`config.mk`:
```
export PLATFORM = sky130hd
export DESIGN_NAME = sfr_write_ctrl
export DESIGN_NICKNAME = d
export VERILOG_FILES = /design/src/rtl/sfr_ctrl_pkg.sv /design/src/rtl/sfr_sat_counter.sv /design/src/rtl/sfr_write_ctrl.sv
export SDC_FILE = /design/constraint.sdc
export NUM_CORES = 1
export LEC_CHECK = 0
export CAP_MARGIN = 10
export CORE_AREA = 3 3 40 42
export CTS_BUF_LIST = sky130_fd_sc_hd__clkbuf_2 sky130_fd_sc_hd__clkbuf_4 sky130_fd_sc_hd__clkbuf_8
export DETAILED_ROUTE_END_ITERATION = 6
export DIE_AREA = 0 0 43 45
export PLACE_DENSITY = 0.73
export SYNTH_ARGS = -nofsm -noshare
export SYNTH_HDL_FRONTEND = slang
export SYNTH_SLANG_ARGS = --single-unit
```
`constraint.sdc`:
```
create_clock -name clock -period 2.6 [get_ports clock]
set_clock_uncertainty 0.15 [all_clocks]
set_input_delay 0.78 -clock clock [delete_from_list [all_inputs] [get_ports clock]]
set_output_delay 0.78 -clock clock [all_outputs]
set_load 0.02 [all_outputs]
```
`src/rtl/sfr_ctrl_pkg.sv`:
```
// Shared definitions for the SFR write-port controller.
//   - One-hot select codes for the SFR input data mux.
//   - FSM state type (1-bit encoding).
package sfr_ctrl_pkg;

    // One-hot data select: bit0 = ex_mem_data_bot, bit1 = mem_wb_data_top,
    // bit2 = mem_wb_data_bot.
    localparam logic [2:0] SFR_SEL_NONE   = 3'b000;
    localparam logic [2:0] SFR_SEL_EX     = 3'b001;
    localparam logic [2:0] SFR_SEL_WB_TOP = 3'b010;
    localparam logic [2:0] SFR_SEL_WB_BOT = 3'b100;

    typedef enum logic {
        ST_IDLE     = 1'b0,
        ST_WIDE_BOT = 1'b1
    } sfr_state_e;

endpackage

```
`src/rtl/sfr_sat_counter.sv`:
```
// Saturating up-counter with asynchronous active-high reset.
// Ports:
//   clk_i    clock, rising edge
//   rst_i    asynchronous active-high reset, clears the count
//   inc_i    increment request for this cycle
//   count_o  current count; sticks at all-ones
module sfr_sat_counter #(
    parameter int unsigned WIDTH = 16
) (
    input  logic             clk_i,
    input  logic             rst_i,
    input  logic             inc_i,
    output logic [WIDTH-1:0] count_o
);

    logic [WIDTH-1:0] count_d, count_q;

    always_comb begin
        count_d = count_q;
        if (inc_i && (count_q != {WIDTH{1'b1}})) begin
            count_d = count_q + 1'b1;
        end
    end

    always_ff @(posedge clk_i or posedge rst_i) begin
        if (rst_i) begin
            count_q <= '0;
        end else begin
            count_q <= count_d;
        end
    end

    assign count_o = count_q;

endmodule

```
`src/rtl/sfr_write_ctrl.sv`:
```
// SFR write-port controller. Arbitrates between an 8-bit EX/MEM SFR write and a
// MEM/WB SFR write (8- or 16-bit) each cycle; a 16-bit MEM/WB write is split into
// a top beat at wb_sfr_addr and a bottom beat at wb_sfr_addr+1 on the next cycle.
// Outputs are combinational from state, latched bottom address and requests.
// Optional feature: define SFR_WR_CTRL_STATS_EN to add the stat_conflicts port,
// a 16-bit saturating count of cycles in which EX/MEM was held.
// Ports:
//   clock, reset                 clock and asynchronous active-high reset
//   ex_sfr_req, ex_sfr_addr      EX/MEM 8-bit write request and address
//   wb_sfr_req, wb_sfr_wide,
//   wb_sfr_addr                  MEM/WB write request, 16-bit flag, address
//   sel_signals                  one-hot data mux select (0 when idle)
//   sfr_we, sfr_addr             SFR file write enable and address
//   hold_ex_mem, hold_mem_wb     pipeline register freezes
//   busy                         bottom beat of a wide write in progress
//   stat_conflicts               EX/MEM hold counter (stats build only)
module sfr_write_ctrl
    import sfr_ctrl_pkg::*;
#(
    parameter int unsigned SFR_ADDR_W = 5
) (
    input  logic                  clock,
    input  logic                  reset,
    input  logic                  ex_sfr_req,
    input  logic [SFR_ADDR_W-1:0] ex_sfr_addr,
    input  logic                  wb_sfr_req,
    input  logic                  wb_sfr_wide,
    input  logic [SFR_ADDR_W-1:0] wb_sfr_addr,
    output logic [2:0]            sel_signals,
    output logic                  sfr_we,
    output logic [SFR_ADDR_W-1:0] sfr_addr,
    output logic                  hold_ex_mem,
    output logic                  hold_mem_wb,
    output logic                  busy
`ifdef SFR_WR_CTRL_STATS_EN
    ,
    output logic [15:0]           stat_conflicts
`endif
);

    sfr_state_e            state_d, state_q;
    logic [SFR_ADDR_W-1:0] bot_addr_d, bot_addr_q;

    always_comb begin
        state_d     = state_q;
        bot_addr_d  = bot_addr_q;
        sel_signals = SFR_SEL_NONE;
        sfr_addr    = '0;
        hold_ex_mem = 1'b0;
        hold_mem_wb = 1'b0;

        unique case (state_q)
            ST_IDLE: begin
                // MEM/WB holds the older instruction, so it wins.
                if (wb_sfr_req) begin
                    sfr_addr = wb_sfr_addr;
                    if (wb_sfr_wide) begin
                        sel_signals = SFR_SEL_WB_TOP;
                        hold_ex_mem = 1'b1;
                        hold_mem_wb = 1'b1;
                        // Wraps modulo 2^SFR_ADDR_W.
                        bot_addr_d  = wb_sfr_addr + SFR_ADDR_W'(1);
                        state_d     = ST_WIDE_BOT;
                    end else begin
                        sel_signals = SFR_SEL_WB_BOT;
                        hold_ex_mem = ex_sfr_req;
                    end
                end else if (ex_sfr_req) begin
                    sel_signals = SFR_SEL_EX;
                    sfr_addr    = ex_sfr_addr;
                end
            end
            ST_WIDE_BOT: begin
                // Request inputs are don't-care here; MEM/WB is released so
                // the bottom byte is still on mem_wb_data_bot this cycle.
                sel_signals = SFR_SEL_WB_BOT;
                sfr_addr    = bot_addr_q;
                hold_ex_mem = ex_sfr_req;
                state_d     = ST_IDLE;
            end
            default: state_d = ST_IDLE;
        endcase

        // Reset forces every output low, including mid-wide (aborts bottom beat).
        if (reset) begin
            sel_signals = SFR_SEL_NONE;
            sfr_addr    = '0;
            hold_ex_mem = 1'b0;
            hold_mem_wb = 1'b0;
        end
    end

    assign sfr_we = |sel_signals;
    assign busy   = (state_q == ST_WIDE_BOT) && !reset;

    always_ff @(posedge clock or posedge reset) begin
        if (reset) begin
            state_q    <= ST_IDLE;
            bot_addr_q <= '0;
        end else begin
            state_q    <= state_d;
            bot_addr_q <= bot_addr_d;
        end
    end

`ifdef SFR_WR_CTRL_STATS_EN
    sfr_sat_counter #(
        .WIDTH(16)
    ) u_stats (
        .clk_i  (clock),
        .rst_i  (reset),
        .inc_i  (hold_ex_mem),
        .count_o(stat_conflicts)
    );
`endif

endmodule

```
==> results of run 1 <==
-- through the flow --
stage	utilization, %	setup TNS, ns	instance area, um^2
2_1_floorplan	-	0	485
3_3_place_gp	63.9	-7.43	821
3_5_place_dp	63.9	-7.56	821
4_1_cts	67.5	0	867
5_1_grt	67.8	0	871
6_report	67.8	0	871
-- worst max path at each step --
stage | cells after the start | startpoint | endpoint | slack (ns)
floorplan | 5 | wb_sfr_req | sel_signals[1] | 0.003
global route | 4 | ex_sfr_addr[1] | sfr_addr[1] | 0.003
global placement | 5 | wb_sfr_req | hold_ex_mem | -0.66
finish | 4 | ex_sfr_addr[1] | sfr_addr[1] | 0.04
CTS | 4 | ex_sfr_addr[1] | sfr_addr[1] | 0.006
detailed placement | 5 | wb_sfr_req | sel_signals[2] | -0.68
-- power by group through the flow --
stage               combinational, mW  clock [mW]  sequential, mW
floorplan                      0.0728           0           0.115
global placement                0.137           0           0.116
detailed placement              0.138           0           0.117
CTS                             0.140      0.0878           0.116
global route                    0.150      0.0937           0.118
finish                          0.138      0.0841           0.116
-- final cells by class --
cell class,count,area share [%]
multi-input cells,42,36.1
well taps,15,2.16
flip-flops and latches,6,17.2
repair inverters,1,0.862
clock buffers,3,2.59
repair buffers,42,39.8
inverters,3,1.29
-- registers in the layout (all words and copies together) (netlist names) --
register	cells
bot_addr_q	5
state_q	1
-- critical path, delay by kind of cell --
| family | cells | cell delay [ns] |
|---|---|---|
| AOI/OAI and AO/OA | 1 | 0.21 |
| and+or+nand+nor | 1 | 0.07 |
| buffers and inverters | 2 | 0.57 |
-- cell usage after synthesis --
master    number  area share (%)
nand2b_1       1             1.3
ha_1           1             2.6
xor2_1         2             3.6
buf_4          1             1.5
xnor2_1        1             1.8
dfrtp_1        6              31
o21ai_0        5             5.2
a21oi_1        2             2.1
nand3b_4       1             4.1
nor3_1         2             2.1
nor2_1         9             7.0
a221oi_1       5             9.0
nand2_1        4             3.1
nand3_1        2             2.1
mux2_4         1             3.1
nor2b_4        1             2.8
buf_6          3             7.0
and3_1         1             1.3
o21ai_2        4             7.2
inv_1          3             2.3
-- repair_timing --
action                     4_1_cts  5_1_grt
hold endpoints to repair         0        0
gates cloned                     1        0
setup endpoints to repair       12        6
hold buffers                     0        0
gates resized for setup         72        6
buffers inserted                 3        0
pin swaps                        5        7
-- layer usage --
metal	global-route usage, %	up-vias
met2	30.2	18
met3	1.99	2
met1	18.0	234
li1	-	281
met5	0	-
met4	7.23	0
-- logic make-up after synthesis --
logic type               synth area share [%]
AND/OR/NAND/NOR                          23.7
AO/OA/AOI/OAI                            23.5
buffers and inverters                    10.8
flip-flops                               30.9
XOR/XNOR                                 5.41
multiplexers                             3.09
adder cells (fa/ha/maj)                  2.58
==> impl_metrics.ini, run 1 <==
[status]
status = completed

[power_and_ir_drop]
p_switching_mw = 0.106
p_leak_nw = 0.456
report.power.total_mw = 0.338
seqPwrFrac_pct = 34.3
p_comb_share_pct = 40.9
power.density_nw_per_um2 = 388
peakVddDrop_mv = 0.225
clkPwrFrac_pct = 24.9
intPower_mw = 0.232
sw_frac_of_total_pct = 31.5

[floorplan]
ioPinCount = 27
start_util_pct = 37.8
dieArea_um2 = 1940
row_count = 13
die_y_um = 45
fp.dieW_um = 43
coreArea_um2 = 1280

[cells_and_area]
multi_input_area_um2 = 314
diodes = 0
fin_nets = 115
layout_common_cells = 21 x buf_4, 9 x nor2_1, 6 x dfrtp_1, 6 x dlygate4sd2_1
final_layout_size_suffix_gt1_share_pct = 47.4
area_delta_synth_final_pct = 79.4
num-fill-cells = 122
final_cells = 112
final_common_cell = buf_4
register_area_um2 = 150

[clocking]
cts_inserted_buffers = 3
cts_max_path_buffers = 2
clock_latency_ns = 0.23
htreeDepth = 1
cts_tree = yes
clock_sinks = 6
clk_pin_slew_ns = 0.05
cts_root_buffer = clkbuf_4

[route]
highest_layer = met4
wl_per_cell_um = 12.8
antenna_left = 0
met1_length_um = 607
drc = 0
wl_met2_um = 712
vias = 535
routed_wl_mm = 1.43
vias_per_cell = 4.78
first_pass_iters = 2
first_iter_violations = 5
wl_met3_um = 99

[worst_hold_path]
holdPathEnd = bot_addr_q[4]
hp-class = flip-flop to flip-flop
min_from = bot_addr_q[4]
hold_depth = 2

[worst_setup_path]
r2r_end = bot_addr_q[1]
worstPathMaxFanout = 1
r2r-start = state_q
slowest_delay_ns = 0.42
regToRegSetupSlack_ns = 1.24
cp_cell_sequence = clkdlybuf4s50_1 -> a221oi_2 -> nor2_1 -> buf_4
r2r_cells = 3
worstSetupStartpointType = input pin
crit_arrival_ns = 1.63
crit_required_ns = 1.67
worst_setup_path_end_kind = output pin
setup.worst_path.class = input pin to output pin
crit_slowest_cell = clkdlybuf4s50_1

[timing]
setup_viol = 0
worst_pin_slew_ns = 0.228
slew_headroom_pct = 84.8
period_minus_slack_ns = 2.56
rsz0062_at_grt = no
fmax_mhz = 390
setup_slack_ns = 0.0362
slew_viol_final = 0
hold_viol_final = 0
holdWs_ns = 0.315
period_share_pct = 98.6

[grt]
overflow = 0
grt_pass1_vias = 550
grt_max_degree = 11
grt_usage_pct = 16.0
grt_pass1_wl_mm = 2.32
antenna_found_initial = 0

[placement]
port_buffers = 26
placed_cells = 105
dpl_worst_slack_ns = -0.678
hpwl_mm = 1.05
place_congestion = 0.806

[synthesis]
syn_nets = 71
synth_warnings = 0
synthDistinctLibCells = 20
syn_area_per_cell_um2 = 8.83
synth_seq_cells = 6
synth_seq_area_share_pct = 30.9
syn-cell-area_um2 = 485
syn_inst = 55

[flow_run]
maxCapViolations = 0
Power figures use the tool's default switching activity.
==> inputs of run 2 (changes only) <==
--- a/config.mk
+++ b/config.mk
@@ -6,11 +6,12 @@
 export NUM_CORES = 1
 export LEC_CHECK = 0
 export CAP_MARGIN = 10
-export CORE_AREA = 3 3 40 42
+export CORE_AREA = 2 2 39 41
 export CTS_BUF_LIST = sky130_fd_sc_hd__clkbuf_2 sky130_fd_sc_hd__clkbuf_4 sky130_fd_sc_hd__clkbuf_8
 export DETAILED_ROUTE_END_ITERATION = 6
-export DIE_AREA = 0 0 43 45
+export DIE_AREA = 0 0 41 43
 export PLACE_DENSITY = 0.73
+export SKIP_CTS_REPAIR_TIMING = 1
 export SYNTH_ARGS = -nofsm -noshare
 export SYNTH_HDL_FRONTEND = slang
 export SYNTH_SLANG_ARGS = --single-unit
==> impl_metrics.ini, run 2 (synthesized netlist as in run 1, its figures left out) <==
[placement]
hpwl_mm = 1.12
dpl_worst_slack_ns = -0.692
port_buffers = 26
place_area_um2 = 837
place_congestion = 0.770

[timing]
slew_headroom_pct = 80.7
period_minus_slack_ns = 2.57
hold_viol_final = 0
setup_viol = 0
period_share_pct = 98.7
rsz0062_at_grt = no
fmax_mhz = 390
worst_pin_slew_ns = 0.289
setup_slack_ns = 0.0345
slew_viol_final = 0

[cells_and_area]
num-fill-cells = 118
area_delta_synth_final_pct = 87.1
design_area_um2 = 908
layout_common_cells = 21 x buf_4, 15 x dlymetal6s2s_1, 9 x nor2_1
multi_input_area_um2 = 314
regMostFlops = bot_addr_q
register_area_um2 = 150
reg_top3 = bot_addr_q x5, state_q x1
diodes = 0
largest_reg_flops = 5
fin_nets = 115
final_layout_size_suffix_gt1_share_pct = 44.3
final_common_cell = buf_4

[clocking]
clock_latency_ns = 0.25
cts_inserted_buffers = 3
clock_sinks = 6
htreeDepth = 1
cts_tree = yes
clk_pin_slew_ns = 0.05
cts_max_path_buffers = 2
cts_root_buffer = clkbuf_4

[floorplan]
dieArea_um2 = 1760
ioPinCount = 27
row_count = 14
coreArea_um2 = 1380
start_util_pct = 35.1
fp.dieW_um = 41
die_y_um = 43

[route]
routed_wl_mm = 1.65
antenna_left = 0
vias = 578
first_pass_iters = 4
first_iter_violations = 3
vias_per_cell = 5.12
wl_per_cell_um = 14.6
drc = 0

[flow_run]
maxCapViolations = 0

[power_and_ir_drop]
power.density_nw_per_um2 = 386
peakVddDrop_mv = 0.290
p_leak_nw = 0.561

[grt]
grt_pass1_wl_mm = 2.15
antenna_found_initial = 0
overflow = 0
grt_usage_pct = 18.8
grt_pass1_vias = 502
grt_max_degree = 12

[worst_setup_path]
crit_required_ns = 1.67
crit_arrival_ns = 1.64
worstSetupStartpointType = input pin
worst_setup_path_end_kind = output pin
worstPathMaxFanout = 1
setup.worst_path.class = input pin to output pin

[status]
status = completed

[worst_hold_path]
hp-class = flip-flop to flip-flop
## run 2: layout make-up
cell class	instances	share of cell area [%]
Clock buffer	3	2.48
Inverter	3	1.52
Multi-Input combinational cell	42	34.6
Sequential cell	6	16.5
Tap cell	16	2.20
Timing Repair Buffer	42	41.9
Timing Repair inverter	1	0.826
## run 2: routing by layer
layer,routed length (um),track usage (%),vias up
li1,-,-,278
met3,117,9.95,4
met5,0,0,-
met4,26,4.00,0
met1,655,18.7,275
met2,848,32.5,21
## run 2: power breakdown
group	switching, mW	leakage [nW]	internal [mW]
registers	0.00850	0.0745	0.108
logic	0.0689	0.473	0.0731
clock network	0.0397	0.0138	0.0526
## run 2: critical path: stages
cell and delay, ns:
clkdlybuf4s50_1 0.42, a221oi_2 0.22, nor2_1 0.06, buf_4 0.15
## run 2: metrics by stage
| step | utilization, % | std cells | power, mW | setup TNS, ns | hold WS, ns |
|---|---|---|---|---|---|
| finish | 65.6 | 113 | 0.351 | 0 | 0.320 |
| CTS | 62.1 | 111 | 0.352 | -7.72 | 0.327 |
| global placement | 60.5 | 108 | 0.255 | -7.39 | 0.303 |
| global route | 65.6 | 113 | 0.375 | 0 | 0.344 |
| floorplan | - | 55 | 0.187 | 0 | 0.296 |
| detailed placement | 60.5 | 108 | 0.257 | -7.64 | 0.315 |
## run 2: worst paths after layout
kind                                 from       endpoint  slack (ns)  cells past startpoint
hold reg to reg             bot_addr_q[0]  bot_addr_q[0]        0.32                      2
setup / recovery           ex_sfr_addr[4]    sfr_addr[4]        0.03                      4
setup reg to reg                  state_q  bot_addr_q[1]        1.23                      3
hold / removal              bot_addr_q[0]  bot_addr_q[0]        0.32                      2
max in group asynchronous           reset        state_q        1.67                      3
min in group asynchronous           reset  bot_addr_q[3]        0.53                      3
